[src/rtl/irq_timer_tick.sv]
// irq_timer_tick: shared prescaler plus M_TARGETS programmable down-count
// channels, each one-shot or periodic, producing registered one-cycle
// timer_tick pulses for the interrupt controller. Registers are reached
// through a simple single-cycle synchronous read/write port.
module irq_timer_tick #(
    parameter int M_TARGETS = 1,
    parameter int CNT_W     = 32,
    parameter int PRESC_W   = 16,
    localparam int TGT_W    = (M_TARGETS > 1) ? $clog2(M_TARGETS) : 1
) (
    input  logic                 clk,
    input  logic                 rst_n,
    input  logic                 reg_wr_en,
    input  logic                 reg_rd_en,
    input  logic [TGT_W-1:0]     reg_target,
    input  logic [1:0]           reg_addr,
    input  logic [31:0]          reg_wdata,
    output logic [31:0]          reg_rdata,
    output logic                 reg_rvalid,
    output logic                 reg_err,
    output logic [M_TARGETS-1:0] timer_tick
);

    localparam logic [1:0] ADDR_CTRL   = 2'd0;
    localparam logic [1:0] ADDR_PERIOD = 2'd1;
    localparam logic [1:0] ADDR_COUNT  = 2'd2;
    localparam logic [1:0] ADDR_PRESC  = 2'd3;

    // One extra bit so M_TARGETS == 2**TGT_W is still representable.
    localparam logic [TGT_W:0] TGT_LIMIT = (TGT_W + 1)'(M_TARGETS);

    logic tgt_valid;
    logic chan_access;
    logic presc_wr;

    assign tgt_valid   = ({1'b0, reg_target} < TGT_LIMIT);
    assign chan_access = (reg_addr != ADDR_PRESC);
    assign presc_wr    = reg_wr_en && (reg_addr == ADDR_PRESC);

    // ------------------------------------------------------------------
    // Shared prescaler
    // ------------------------------------------------------------------
    logic [PRESC_W-1:0] presc_q_reg;
    logic [PRESC_W-1:0] presc_cnt_reg;
    logic               tick_en;

    // A PRESC write restarts the prescaler and suppresses that cycle's tick.
    assign tick_en = (presc_cnt_reg == presc_q_reg) && !presc_wr;

    // Prescaler reload value and free-running 0..presc_q counter.
    always_ff @(posedge clk or negedge rst_n) begin
        if (!rst_n) begin
            presc_q_reg   <= '0;
            presc_cnt_reg <= '0;
        end else if (presc_wr) begin
            presc_q_reg   <= reg_wdata[PRESC_W-1:0];
            presc_cnt_reg <= '0;
        end else if (presc_cnt_reg == presc_q_reg) begin
            presc_cnt_reg <= '0;
        end else begin
            presc_cnt_reg <= presc_cnt_reg + PRESC_W'(1);
        end
    end

    // ------------------------------------------------------------------
    // Channels
    // ------------------------------------------------------------------
    logic [31:0] ctrl_val   [M_TARGETS];
    logic [31:0] period_val [M_TARGETS];
    logic [31:0] count_val  [M_TARGETS];

    for (genvar gi = 0; gi < M_TARGETS; gi++) begin : g_chan
        logic             en_reg;
        logic             periodic_reg;
        logic             fired_reg;
        logic             tick_reg;
        logic [CNT_W-1:0] period_reg;
        logic [CNT_W-1:0] count_reg;
        logic             sel;
        logic             wr_ctrl;
        logic             wr_period;
        logic             wr_count;
        logic             count_hold;

        assign sel       = tgt_valid && (reg_target == TGT_W'(gi));
        assign wr_ctrl   = reg_wr_en && sel && (reg_addr == ADDR_CTRL);
        assign wr_period = reg_wr_en && sel && (reg_addr == ADDR_PERIOD);
        assign wr_count  = reg_wr_en && sel && (reg_addr == ADDR_COUNT);

        // Writes that touch the count path (PERIOD, COUNT, or a CTRL write
        // that toggles EN) take precedence over the countdown this cycle.
        // A CTRL write that keeps EN at 1 leaves the countdown alone, so a
        // FIRE coinciding with a FIRED write-1-clear still fires and wins.
        assign count_hold = wr_period || wr_count ||
                            (wr_ctrl && (reg_wdata[0] != en_reg));

        // Channel state: register writes, enable reload, countdown and fire.
        always_ff @(posedge clk or negedge rst_n) begin
            if (!rst_n) begin
                en_reg       <= 1'b0;
                periodic_reg <= 1'b0;
                fired_reg    <= 1'b0;
                tick_reg     <= 1'b0;
                period_reg   <= '0;
                count_reg    <= '0;
            end else begin
                tick_reg <= 1'b0;
                if (wr_ctrl) begin
                    en_reg       <= reg_wdata[0];
                    periodic_reg <= reg_wdata[1];
                    if (reg_wdata[2]) begin
                        fired_reg <= 1'b0;
                    end
                    if (!en_reg && reg_wdata[0]) begin
                        count_reg <= period_reg;
                    end
                end
                if (wr_period) begin
                    period_reg <= reg_wdata[CNT_W-1:0];
                end
                if (wr_count) begin
                    count_reg <= reg_wdata[CNT_W-1:0];
                end
                if (tick_en && en_reg && !count_hold) begin
                    if (count_reg == '0) begin
                        tick_reg  <= 1'b1;
                        fired_reg <= 1'b1;
                        if (periodic_reg) begin
                            count_reg <= period_reg;
                        end else begin
                            en_reg <= 1'b0;
                        end
                    end else begin
                        count_reg <= count_reg - CNT_W'(1);
                    end
                end
            end
        end

        assign timer_tick[gi] = tick_reg;
        assign ctrl_val[gi]   = {29'd0, fired_reg, periodic_reg, en_reg};
        assign period_val[gi] = 32'(period_reg);
        assign count_val[gi]  = 32'(count_reg);
    end

    // ------------------------------------------------------------------
    // Read path
    // ------------------------------------------------------------------
    logic [31:0] rd_value;

    // Select the addressed register; invalid targets read as zero.
    always_comb begin
        rd_value = '0;
        if (reg_addr == ADDR_PRESC) begin
            rd_value = 32'(presc_q_reg);
        end else begin
            for (int i = 0; i < M_TARGETS; i++) begin
                if (tgt_valid && (reg_target == TGT_W'(i))) begin
                    case (reg_addr)
                        ADDR_CTRL:   rd_value = ctrl_val[i];
                        ADDR_PERIOD: rd_value = period_val[i];
                        ADDR_COUNT:  rd_value = count_val[i];
                        default:     rd_value = '0;
                    endcase
                end
            end
        end
    end

    // Registered read response and error pulse (pre-write values on reads).
    always_ff @(posedge clk or negedge rst_n) begin
        if (!rst_n) begin
            reg_rdata  <= '0;
            reg_rvalid <= 1'b0;
            reg_err    <= 1'b0;
        end else begin
            reg_rvalid <= reg_rd_en;
            reg_err    <= (reg_rd_en || reg_wr_en) && chan_access && !tgt_valid;
            if (reg_rd_en) begin
                reg_rdata <= rd_value;
            end
        end
    end

endmodule

[config.mk]
export PLATFORM = sky130hd
export DESIGN_NAME = irq_timer_tick
export DESIGN_NICKNAME = d
export VERILOG_FILES = /design/src/rtl/irq_timer_tick.sv
export SDC_FILE = /design/constraint.sdc
export NUM_CORES = 1
export LEC_CHECK = 0
export ABC_AREA = 0
export BUFFER_PORTS_ARGS = -buffer_cell sky130_fd_sc_hd__buf_2
export CAP_MARGIN = 0
export CELL_PAD_IN_SITES_DETAIL_PLACEMENT = 0
export CELL_PAD_IN_SITES_GLOBAL_PLACEMENT = 1
export CORE_ASPECT_RATIO = 1.1
export CORE_UTILIZATION = 39
export DETAILED_ROUTE_END_ITERATION = 6
export GPL_TIMING_DRIVEN = 0
export PLACE_DENSITY_LB_ADDON = 0.1
export SYNTH_ARGS = -nofsm -noshare
export SYNTH_HDL_FRONTEND = slang
export SYNTH_SLANG_ARGS = --single-unit
[constraint.sdc]
create_clock -name clk -period 3.45 [get_ports clk]
set_clock_uncertainty 0.1 [all_clocks]
set_input_delay 0.8625 -clock clk [delete_from_list [all_inputs] [get_ports clk]]
set_output_delay 0.8625 -clock clk [all_outputs]
set_load 0.05 [all_outputs]
======== After elaboration in Yosys (flattened, before gate mapping) ========
Cells that the tools add are included.
word-level totals
  register bits after elaboration ......... 134
  output and inout port bits .............. 35
  word-level logic and storage cells ...... 64
cells by class
  add/subtract/negate cells ............... 2
  order comparisons ....................... 1
  equality and inequality tests ........... 6
  mux-type cells .......................... 21
  bitwise operators ....................... 1
  reduce and logical (&&, ||, !) cells .... 22
operators with widths
  kind                                                number
  2-to-1 mux 32 bit                                   8
  case mux 32 bit (3 select lines)                    1
  zero test 32 bit                                    1
  2-to-1 mux 16 bit                                   2
  subtractor 32 x 1 -> 32 bit, second input constant  1
  adder 16 x 1 -> 16 bit, second input constant       1
  == test 16 bit                                      1
  logical AND 1 bit                                   13
  2-to-1 mux 1 bit                                    10
  == test 2 bit, second input constant                2
  zero test 1 bit                                     4
  logical OR 1 bit                                    3
  == test 2 x 1 -> 1 bit, second input constant       1
  zero test 2 bit                                     1
  != test 2 bit, second input constant                1
  < comparator 1 bit, second input constant           1
  != test 1 bit                                       1
  inverter 1 bit                                      1

======== Depth between registers and ports, before layout ========
Gate-level depths: netlist of run 1.
  depth after elaboration ................. 9
  depth in mapped cells ................... 9
  mapped depth without buffers ............ 7

======== Least setup slack after synthesis of run 1 ========
Ideal clock, no wire load.
  kind .................................... input -> register
  from .................................... input port reg_addr[0]
  to ...................................... register g_chan[0].period_reg[0]
  library setup time ...................... 125 ps
  arrival time ............................ 2379 ps
  data required time ...................... 3225 ps
  slack ................................... 847 ps
  stages .................................. 6
  path buffers ............................ 3
  cell sequence ........................... clkbuf_1 > nor2b_1 > buf_2 > nor3b_1 > buf_2 > mux2_2
between the ends
  cells in the longest elaborated chain, start to end .. 2
RTL lines
  element                 line  source
  from (decl)             16    input logic [1:0] reg_addr,
  == test 2 x 1 -> 1 bit  87    assign wr_period = reg_wr_en && sel && (reg_addr == ADDR_PERIOD);
  logical AND 1 bit       87
  to (signal assigned)    119   period_reg <= reg_wdata[CNT_W-1:0];
  to (decl)               77    logic [CNT_W-1:0] period_reg;
No other way between the ends.
A chain may end at the register's enable or synchronous reset.

======== Worst setup path after layout of run 1 ========
  from .................................... input port reg_addr[0]
  to ...................................... register g_chan[0].period_reg[5]
The elaborated chain is that of the path after synthesis.

==> metrics.yaml, run 1 <==
grt:
  grt_antenna_before_repair: 0
  grt_first_pass_wirelength_mm: 37.5
  gr-usage-all-layers_pct: 24.9
  grt.overflow.total: 0
  maximum_number_of_pins_on_one_net_before_global_route_repair: 74
  number_of_global_route_vias_before_repair: 6592
worst_setup_path:
  path_buf_inv: 4
  slowest_delay_ns: 0.75
  max_fo_critical_path: 10
  crit_type: "primary input to register"
  crit_path_start_kind: "primary input"
  end_kind: "register"
  cpLargestDelayFamily: "buffers and inverters"
  timing.critical_path.mode_cell: "sky130_fd_sc_hd__buf_2"
  critPathArrivalTime_ns: 3.45
  crit_slowest_cell: "sky130_fd_sc_hd__nor3b_1"
  required_ns: 3.65
  crit_path_cell_trace: "buf_2, clkbuf_1, nor2b_1, buf_2, nor3b_1, buf_2, mux2_2"
timing:
  maxClockFrequency_mhz: 308
  postLayoutSetupSlackWorst_ns: 0.201
  period_share_pct: 94.2
  report.final.slew_viol_count: 0
  rsz0062_at_grt: "no"
  slew-limit-headroom_pct: 39.7
  final-setup-viol-count: 0
  worstMarginPinSlew_ns: 0.896
  period_needed_ns: 3.25
  report.final.hold_viol_count: 0
placement:
  port_buffers: 72
  hpwlAfterDp_mm: 16.8
  place_worst_setup_slack_ns: -0.195
  globalplace.congestion: 0.866
  placed_cells: 1109
min_path:
  worstHoldPathType: "primary input to async pin"
die:
  start_util_pct: 39.7
  die_h_um: 148
  coreArea_um2: 19000
  floorplan.die_area_um2: 19900
  die-width_um: 135
  num_io_pins: 74
  rows: 53
synth:
  ys.warnings.count: 0
  synth-async-reset-ratio_pct: 100
  syn_nets: 832
  synth-seq-cells: 134
  synth.yosys.seq_area_share_pct: 44.4
  synth_enable_flop_cells: 0
  yosysUniqueCellTypes: 57
  postSynthCellCount: 789
  syn_avg_cell_area_um2: 9.57
  ys_dominant_reg_cell: "sky130_fd_sc_hd__dfrtp_1"
  post_synth_instance_area_um2: 7550
power:
  worst_ir_drop_vdd_uv: 318
  leakagePower_uw: 0.00378
  power.density_nw_per_um2: 590
  power_total_uw: 5200
detailed_routing:
  remaining_drc_errors: 0
  routed_via_density: 5.70
  drt-wirelength-per-cell_um: 20.5
  ant_nets_after_route: 0
  postRouteWirelength_mm: 23.4
  detail_route.iter0.violations: 382
  vias: 6508
  detail_route.first_pass.iterations: 5
clocking:
  worst_skew_pair.late_latency_ns: 0.42
  ctsHtreeMaxLevel: 4
  numClockSinks: 134
  numCtsBuffers: 17
  tritoncts: "yes"
  post_cts.resized_instances: 0
  cts.path.max_buffers: 2
  post-cts-setup-buffers: 0
  ctsHoldBuffers: 0
  cts.clk_slew.worst_paths_ns: 0.06
  clock_tree.root_cell: "sky130_fd_sc_hd__clkbuf_16"
finish:
  diodes_inserted: 0
  area.growth.synth_to_final_pct: 16.7
  fin_cells: 1141
  finish.net_count: 924
  share_of_layout_cells_above_drive_strength_1_pct: 21.3
run:
  max-cap-violations: 0
outcome:
  status: "finished clean"
-- path summary, 6_finish.rpt --
kind                                      from                 endpoint  slack (ns)  depth (start not counted)
setup reg to reg                  count_val[0]            count_val[18]        0.41                          8
hold reg to reg            g_chan[0].fired_reg      g_chan[0].fired_reg        0.42                          1
min in group clk           g_chan[0].fired_reg      g_chan[0].fired_reg        0.42                          1
hold / removal                           rst_n             count_val[3]        0.32                          1
max in group asynchronous                rst_n        presc_cnt_reg[13]        2.14                          2
setup / recovery                   reg_addr[0]  g_chan[0].period_reg[5]        0.20                          7
-- through the flow --
step	setup TNS [ns]	hold slack, ns	utilization [%]	cell area, um2
2_1_floorplan	0	0.365	-	7550
3_3_place_gp	-73.85	0.401	43.2	8220
3_5_place_dp	-5.35	0.407	43.4	8260
4_1_cts	0	0.358	46.3	8810
5_1_grt	0	0.378	46.3	8810
6_report	0	0.324	46.3	8810
-- report_power, final --
| part | switching [uW] | internal (uW) | total [uW] | leakage [uW] |
|---|---|---|---|---|
| clock network | 690 | 1040 | 1730 | 0.000270 |
| logic | 688 | 562 | 1250 | 0.00186 |
| registers | 352 | 1860 | 2210 | 0.00164 |
-- cell usage after synthesis (all sizes together) (3+ instances only) --
master	number	share of area [%]
ha	4	0.66
clkbuf	44	2.8
mux2	49	7.3
a21oi	20	1.3
a22oi	29	2.9
nand2b	16	1.3
mux2i	3	0.40
nor3	15	0.99
o21a	6	0.60
xor2	25	2.9
xnor2	17	2.0
o32ai	15	1.8
a22o	3	0.35
and3	5	0.41
nor2	74	3.7
nand2	92	4.6
nor2b	3	0.25
a31oi	34	2.8
o21ai	16	1.1
dfrtp	134	44
or3	4	0.35
or4	6	0.75
inv	25	1.2
buf	20	1.9
o31a	9	1.1
nor4	22	1.9
nor3b	3	0.36
nand3	9	0.60
a2bb2oi	32	3.7
nand4	8	0.75
o22ai	32	2.7
-- logic make-up after synthesis --
group                      count (synthesis)  share of synthesized area, %
and+or+nand+nor                          266                          17.2
AOI/OAI and AO/OA                        202                          19.2
DFF                                      134                          44.4
buffers and inverters                     89                          6.03
muxes                                     52                          7.70
xor gates and xnor gates                  42                          4.87
adders and majority gates                  4                         0.663
-- cells in the final DEF (no fill, tap or decap), types with 25 or more instances in the layout --
master                        n
sky130_fd_sc_hd__mux2_2      49
sky130_fd_sc_hd__nand2_1     92
sky130_fd_sc_hd__xor2_1      25
sky130_fd_sc_hd__inv_1       25
sky130_fd_sc_hd__dfrtp_1    134
sky130_fd_sc_hd__a31oi_1     34
sky130_fd_sc_hd__nor2_1      73
sky130_fd_sc_hd__a22oi_1     29
sky130_fd_sc_hd__o22ai_1     32
sky130_fd_sc_hd__a2bb2oi_1   32
sky130_fd_sc_hd__buf_2       83
sky130_fd_sc_hd__clkbuf_1    43
-- worst register-to-register path, cell delays in order (launching register included) --
cell and delay (ns):
sky130_fd_sc_hd__dfrtp_1 0.44, sky130_fd_sc_hd__inv_1 0.14, sky130_fd_sc_hd__ha_1 0.19, sky130_fd_sc_hd__nor3b_2 0.71
sky130_fd_sc_hd__nand4_1 0.47, sky130_fd_sc_hd__clkbuf_8 0.33, sky130_fd_sc_hd__o21a_1 0.17, sky130_fd_sc_hd__o32ai_1 0.26
sky130_fd_sc_hd__a2bb2oi_1 0.10
-- final cells by class --
class / instances / area (um2)
inverters: 25 / 93.8
multi-input cells: 566 / 3740
repair buffers: 73 / 394
clock buffers: 24 / 482
plain buffers: 64 / 362
well taps: 247 / 309
fillers: 1867 / 10200
flip-flops and latches: 134 / 3350
clock inverters: 8 / 73.8
-- per-layer routing --
layer / track usage, % / vias up / wire [um]
met5: 0 / - / 0
met4: 9.04 / 0 / 522
met3: 3.91 / 32 / 844
met2: 42.1 / 143 / 11800
met1: 32.0 / 3262 / 10300
li1: - / 3071 / -
(Power assumes the default switching activity.)
==> run 2: changes to the inputs <==
Settings changed: CORE_ASPECT_RATIO 1.1 to unset, MAX_ROUTING_LAYER set to met4.
==> run 2 against run 1 <==
Worst hold slack worse by 0.045 ns. Global-route usage is 1.2 points higher. Register-to-register slack worse by 0.04 ns. Routed wire length is 1.4% higher. Critical path depth stayed put. Clock power is 9.8% higher. Final area is 0.82% higher. Fmax is 2.5% higher. Sequential power hardly changed. Cell count is 1.1% higher. Die area hardly changed.
==> metrics.yaml, run 2 (synthesis results as in run 1) <==
outcome:
  status: "finished clean"
timing:
  report.final.slew_viol_count: 0
  setup_total_negative_slack_ns: 0
  hold-worst-slack_ns: 0.279
  period_needed_ns: 3.17
  period_share_pct: 91.9
  report.final.hold_viol_count: 0
  rsz0062_at_grt: "no"
  slew-limit-headroom_pct: 42.3
  final-setup-viol-count: 0
  maxClockFrequency_mhz: 315
  worstMarginPinSlew_ns: 0.862
detailed_routing:
  postRouteWirelength_mm: 23.8
  vias: 6616
  detail_route.iter0.violations: 486
  ant_nets_after_route: 0
  remaining_drc_errors: 0
  routed_via_density: 5.73
  detail_route.first_pass.iterations: 5
  drt-wirelength-per-cell_um: 20.6
worst_setup_path:
  r2r_start: "count_val[0]"
  crit_path_start_kind: "primary input"
  critPathArrivalTime_ns: 3.37
  required_ns: 3.65
  max_fo_critical_path: 10
  crit_type: "primary input to register"
  end_kind: "register"
  ff2ff_setup_slack_ns: 0.37
  worstReg2RegEnd: "count_val[16]"
  worstRegToRegCells: 8
min_path:
  worstHoldPathType: "primary input to async pin"
die:
  die_h_um: 141
  die-width_um: 141
  coreArea_um2: 18800
  start_util_pct: 40.1
  floorplan.die_area_um2: 19900
  num_io_pins: 74
  rows: 50
placement:
  port_buffers: 72
  hpwlAfterDp_mm: 16.6
  globalplace.congestion: 0.836
finish:
  fill_cells: 1859
  commonest_cells_after_routing_fill_and_taps_aside: "sky130_fd_sc_hd__dfrtp_1 (134), sky130_fd_sc_hd__nand2_1 (92), sky130_fd_sc_hd__buf_2 (83)"
  diodes_inserted: 0
  area.growth.synth_to_final_pct: 17.6
  most_common_cell_after_layout_fill_and_taps_aside: "sky130_fd_sc_hd__dfrtp_1"
  finish.net_count: 924
  share_of_layout_cells_above_drive_strength_1_pct: 21.7
power:
  power.density_nw_per_um2: 606
  leakagePower_uw: 0.00381
  worst_ir_drop_vdd_uv: 402
clocking:
  ctsHoldBuffers: 0
  worst_skew_pair.late_latency_ns: 0.43
  tritoncts: "yes"
  post_cts.resized_instances: 0
  cts.path.max_buffers: 2
  clock_tree.root_cell: "sky130_fd_sc_hd__clkbuf_16"
  post-cts-setup-buffers: 0
  numClockSinks: 134
  numCtsBuffers: 17
  ctsHtreeMaxLevel: 4
  cts.clk_slew.worst_paths_ns: 0.06
grt:
  grt.overflow.total: 0
  grt_first_pass_wirelength_mm: 38.2
  number_of_global_route_vias_before_repair: 6658
  gr-usage-all-layers_pct: 26.1
  grt_antenna_before_repair: 0
  maximum_number_of_pins_on_one_net_before_global_route_repair: 84
run:
  max-cap-violations: 0
-- run 2: changes by cell type in the layout (fill, tap and decap cells not counted), sizes merged --
cell    before  now
clkbuf      68   62
inv         25   29
bufinv       1    3
-- run 2: metal layers --
metal  GRT usage, %  share of wire, %
met4           8.41               1.7
met3           3.74               5.6
met5              -                 0
met2           38.7                46
met1           36.5                47
-- run 2: worst max-delay path by stage --
stage | startpoint | end | slack [ns]
detailed placement | reg_addr[0] | g_chan[0].period_reg[4] | -0.14
floorplan | reg_addr[0] | g_chan[0].period_reg[0] | 0.85
finish | reg_addr[0] | g_chan[0].period_reg[6] | 0.28
global route | count_val[0] | count_val[16] | 0.13
CTS | reg_addr[0] | g_chan[0].period_reg[6] | 0.31
global placement | rst_n | g_chan[0].period_reg[25] | -0.53
-- run 2: where the power goes --
part | total [uW] | switching [uW] | internal (uW)
Combinational | 1260 | 699 | 561
Clock | 1900 | 742 | 1160
Sequential | 2220 | 356 | 1860
Total | 5380 | 1800 | 3590
-- run 2: per-stage QoR --
stage	std cells	worst slack (ns)	power, uW	area (um2)	util (%)
floorplan	789	0.847	3090	7550	-
global placement	1121	-0.527	3440	8240	43.8
detailed placement	1122	-0.139	3490	8270	43.9
CTS	1154	0.310	5410	8880	47.2
global route	1154	0.130	5680	8880	47.2
finish	1154	0.280	5380	8880	47.2
-- run 2: layout make-up --
cell class,instances,area (um2),area share (%)
inverters,25,93.8,1.06
flip-flops and latches,134,3350,37.7
clock inverters,14,173,1.94
multi-input cells,566,3740,42.1
repair buffers,73,394,4.44
plain buffers,64,362,4.07
well taps,260,325,3.66
clock buffers,18,439,4.94
-- run 2: critical path, stage by stage --
cell and delay [ns]:
sky130_fd_sc_hd__buf_2 0.15, sky130_fd_sc_hd__clkbuf_1 0.44, sky130_fd_sc_hd__nor2b_1 0.19, sky130_fd_sc_hd__buf_2 0.25, sky130_fd_sc_hd__nor3b_1 0.64, sky130_fd_sc_hd__buf_2 0.45
sky130_fd_sc_hd__mux2_2 0.38
==> run 3: changes to the inputs <==
Settings changed: MAX_ROUTING_LAYER met4 to unset.
Clock period 3.45 ns to 3.6 ns, I/O delays scaled along.
==> run 3 against run 2 <==
Clock-buffer cell count unchanged. Final area unchanged. Sequential power is 4% lower. Clock power shrank 4%. Via count grew 0.12%. Critical path depth did not move. Power fell by 4.1%. Register-to-register slack improved by 0.14 ns. Utilization is the same. Critical path type unchanged. Critical endpoint unchanged.
==> metrics.yaml, run 3 (synthesis results as in run 1) <==
die:
  num_io_pins: 74
  start_util_pct: 40.1
  rows: 50
  coreArea_um2: 18800
  floorplan.die_area_um2: 19900
  die_h_um: 141
  die-width_um: 141
timing:
  maxClockFrequency_mhz: 312
  final-setup-viol-count: 0
  hold-worst-slack_ns: 0.316
  worstMarginPinSlew_ns: 0.847
  slew-limit-headroom_pct: 43.0
  period_share_pct: 88.9
  postLayoutSetupSlackWorst_ns: 0.400
  report.final.hold_viol_count: 0
  setup_total_negative_slack_ns: 0
  rsz0062_at_grt: "no"
  report.final.slew_viol_count: 0
  period_needed_ns: 3.20
power:
  pwr-share-comb_pct: 23.4
  worst_ir_drop_vdd_uv: 386
  leakagePower_uw: 0.00381
  share_clk_of_total_power_pct: 35.4
  switching_share_pct: 33.4
  power.density_nw_per_um2: 581
  share_seq_of_total_power_pct: 41.2
  internal-power_uw: 3440
  netSwitchingPower_uw: 1730
  power_total_uw: 5160
detailed_routing:
  met2RoutedLength_mm: 10.9
  detail_route.first_pass.iterations: 5
  top_layer: "met4"
  detail_route.iter0.violations: 451
  drt-wirelength-per-cell_um: 20.6
  routed_via_density: 5.74
  detail_route.wirelength.met1_mm: 11.3
  vias: 6624
  postRouteWirelength_mm: 23.8
  ant_nets_after_route: 0
  met3RoutedLength_mm: 1.24
  remaining_drc_errors: 0
worst_setup_path:
  critPathArrivalTime_ns: 3.41
  worstRegToRegCells: 8
  ff2ff_setup_slack_ns: 0.51
  required_ns: 3.81
  crit_type: "primary input to register"
  worstReg2RegEnd: "count_val[16]"
  max_fo_critical_path: 10
  r2r_start: "count_val[0]"
  crit_path_start_kind: "primary input"
  end_kind: "register"
grt:
  number_of_global_route_vias_before_repair: 6689
  grt_first_pass_wirelength_mm: 38.2
  grt.overflow.total: 0
  maximum_number_of_pins_on_one_net_before_global_route_repair: 84
  grt_antenna_before_repair: 0
  gr-usage-all-layers_pct: 25.3
finish:
  finish.net_count: 924
  area.growth.synth_to_final_pct: 17.6
  commonest_cells_after_routing_fill_and_taps_aside: "sky130_fd_sc_hd__dfrtp_1 (134), sky130_fd_sc_hd__nand2_1 (92), sky130_fd_sc_hd__buf_2 (83)"
  postLayoutCoreUtil_pct: 47.2
  most_common_cell_after_layout_fill_and_taps_aside: "sky130_fd_sc_hd__dfrtp_1"
  share_of_layout_cells_above_drive_strength_1_pct: 21.7
  diodes_inserted: 0
clocking:
  tritoncts: "yes"
  cts.clk_slew.worst_paths_ns: 0.06
  ctsHtreeMaxLevel: 4
  ctsHoldBuffers: 0
  numClockSinks: 134
  worst_skew_pair.late_latency_ns: 0.43
  cts.path.max_buffers: 2
  post-cts-setup-buffers: 0
  clock_tree.root_cell: "sky130_fd_sc_hd__clkbuf_16"
  numCtsBuffers: 17
  post_cts.resized_instances: 0
run:
  max-cap-violations: 0
placement:
  globalplace.congestion: 0.824
  hpwlAfterDp_mm: 16.6
  port_buffers: 72
  place_worst_setup_slack_ns: -0.0265
min_path:
  worstHoldPathType: "primary input to async pin"
outcome:
  status: "finished clean"
-- run 3: worst max-delay path: stages --
cell and delay, ns:
sky130_fd_sc_hd__buf_2 0.15, sky130_fd_sc_hd__clkbuf_1 0.44, sky130_fd_sc_hd__nor2b_1 0.19, sky130_fd_sc_hd__buf_2 0.25
sky130_fd_sc_hd__nor3b_1 0.64, sky130_fd_sc_hd__buf_2 0.46, sky130_fd_sc_hd__mux2_2 0.38
-- run 3: per-layer routing --
| metal | GRT usage, % | up-vias |
|---|---|---|
| li1 | - | 3065 |
| met1 | 36.6 | 3294 |
| met2 | 38.6 | 227 |
| met3 | 3.50 | 38 |
| met4 | 8.81 | 0 |
| met5 | 0 | - |
-- run 3: how the worst max path moves through the flow --
stage,start,slack (ns),end
4_1_cts,reg_addr[0],0.42,g_chan[0].period_reg[6]
2_1_floorplan,reg_addr[0],0.96,g_chan[0].period_reg[0]
3_3_place_gp,rst_n,-0.41,g_chan[0].period_reg[25]
3_5_place_dp,reg_addr[0],-0.03,g_chan[0].period_reg[4]
5_1_grt,reg_addr[0],0.28,g_chan[0].period_reg[6]
6_report,reg_addr[0],0.40,g_chan[0].period_reg[6]
-- run 3: power by group through the flow --
stage	Sequential (uW)	Combinational, uW	Clock, uW
3_3_place_gp	2130	1170	0
3_5_place_dp	2140	1210	0
2_1_floorplan	2170	795	0
5_1_grt	2170	1350	1920
4_1_cts	2120	1210	1860
6_report	2130	1210	1830
-- run 3: cell type report --
class	count	area (um2)
Timing Repair Buffer	73	394
Multi-Input combinational cell	566	3740
Tap cell	260	325
Inverter	25	93.8
Clock inverter	14	173
Fill cell	1859	9950
Clock buffer	18	439
Sequential cell	134	3350
Buffer	64	362
-- run 3: per-stage QoR --
step / std cells / instance area, um2
after floorplan: 789 / 7550
after global placement: 1121 / 8240
after detailed placement: 1122 / 8270
after CTS: 1154 / 8880
after global routing: 1154 / 8880
final: 1154 / 8880
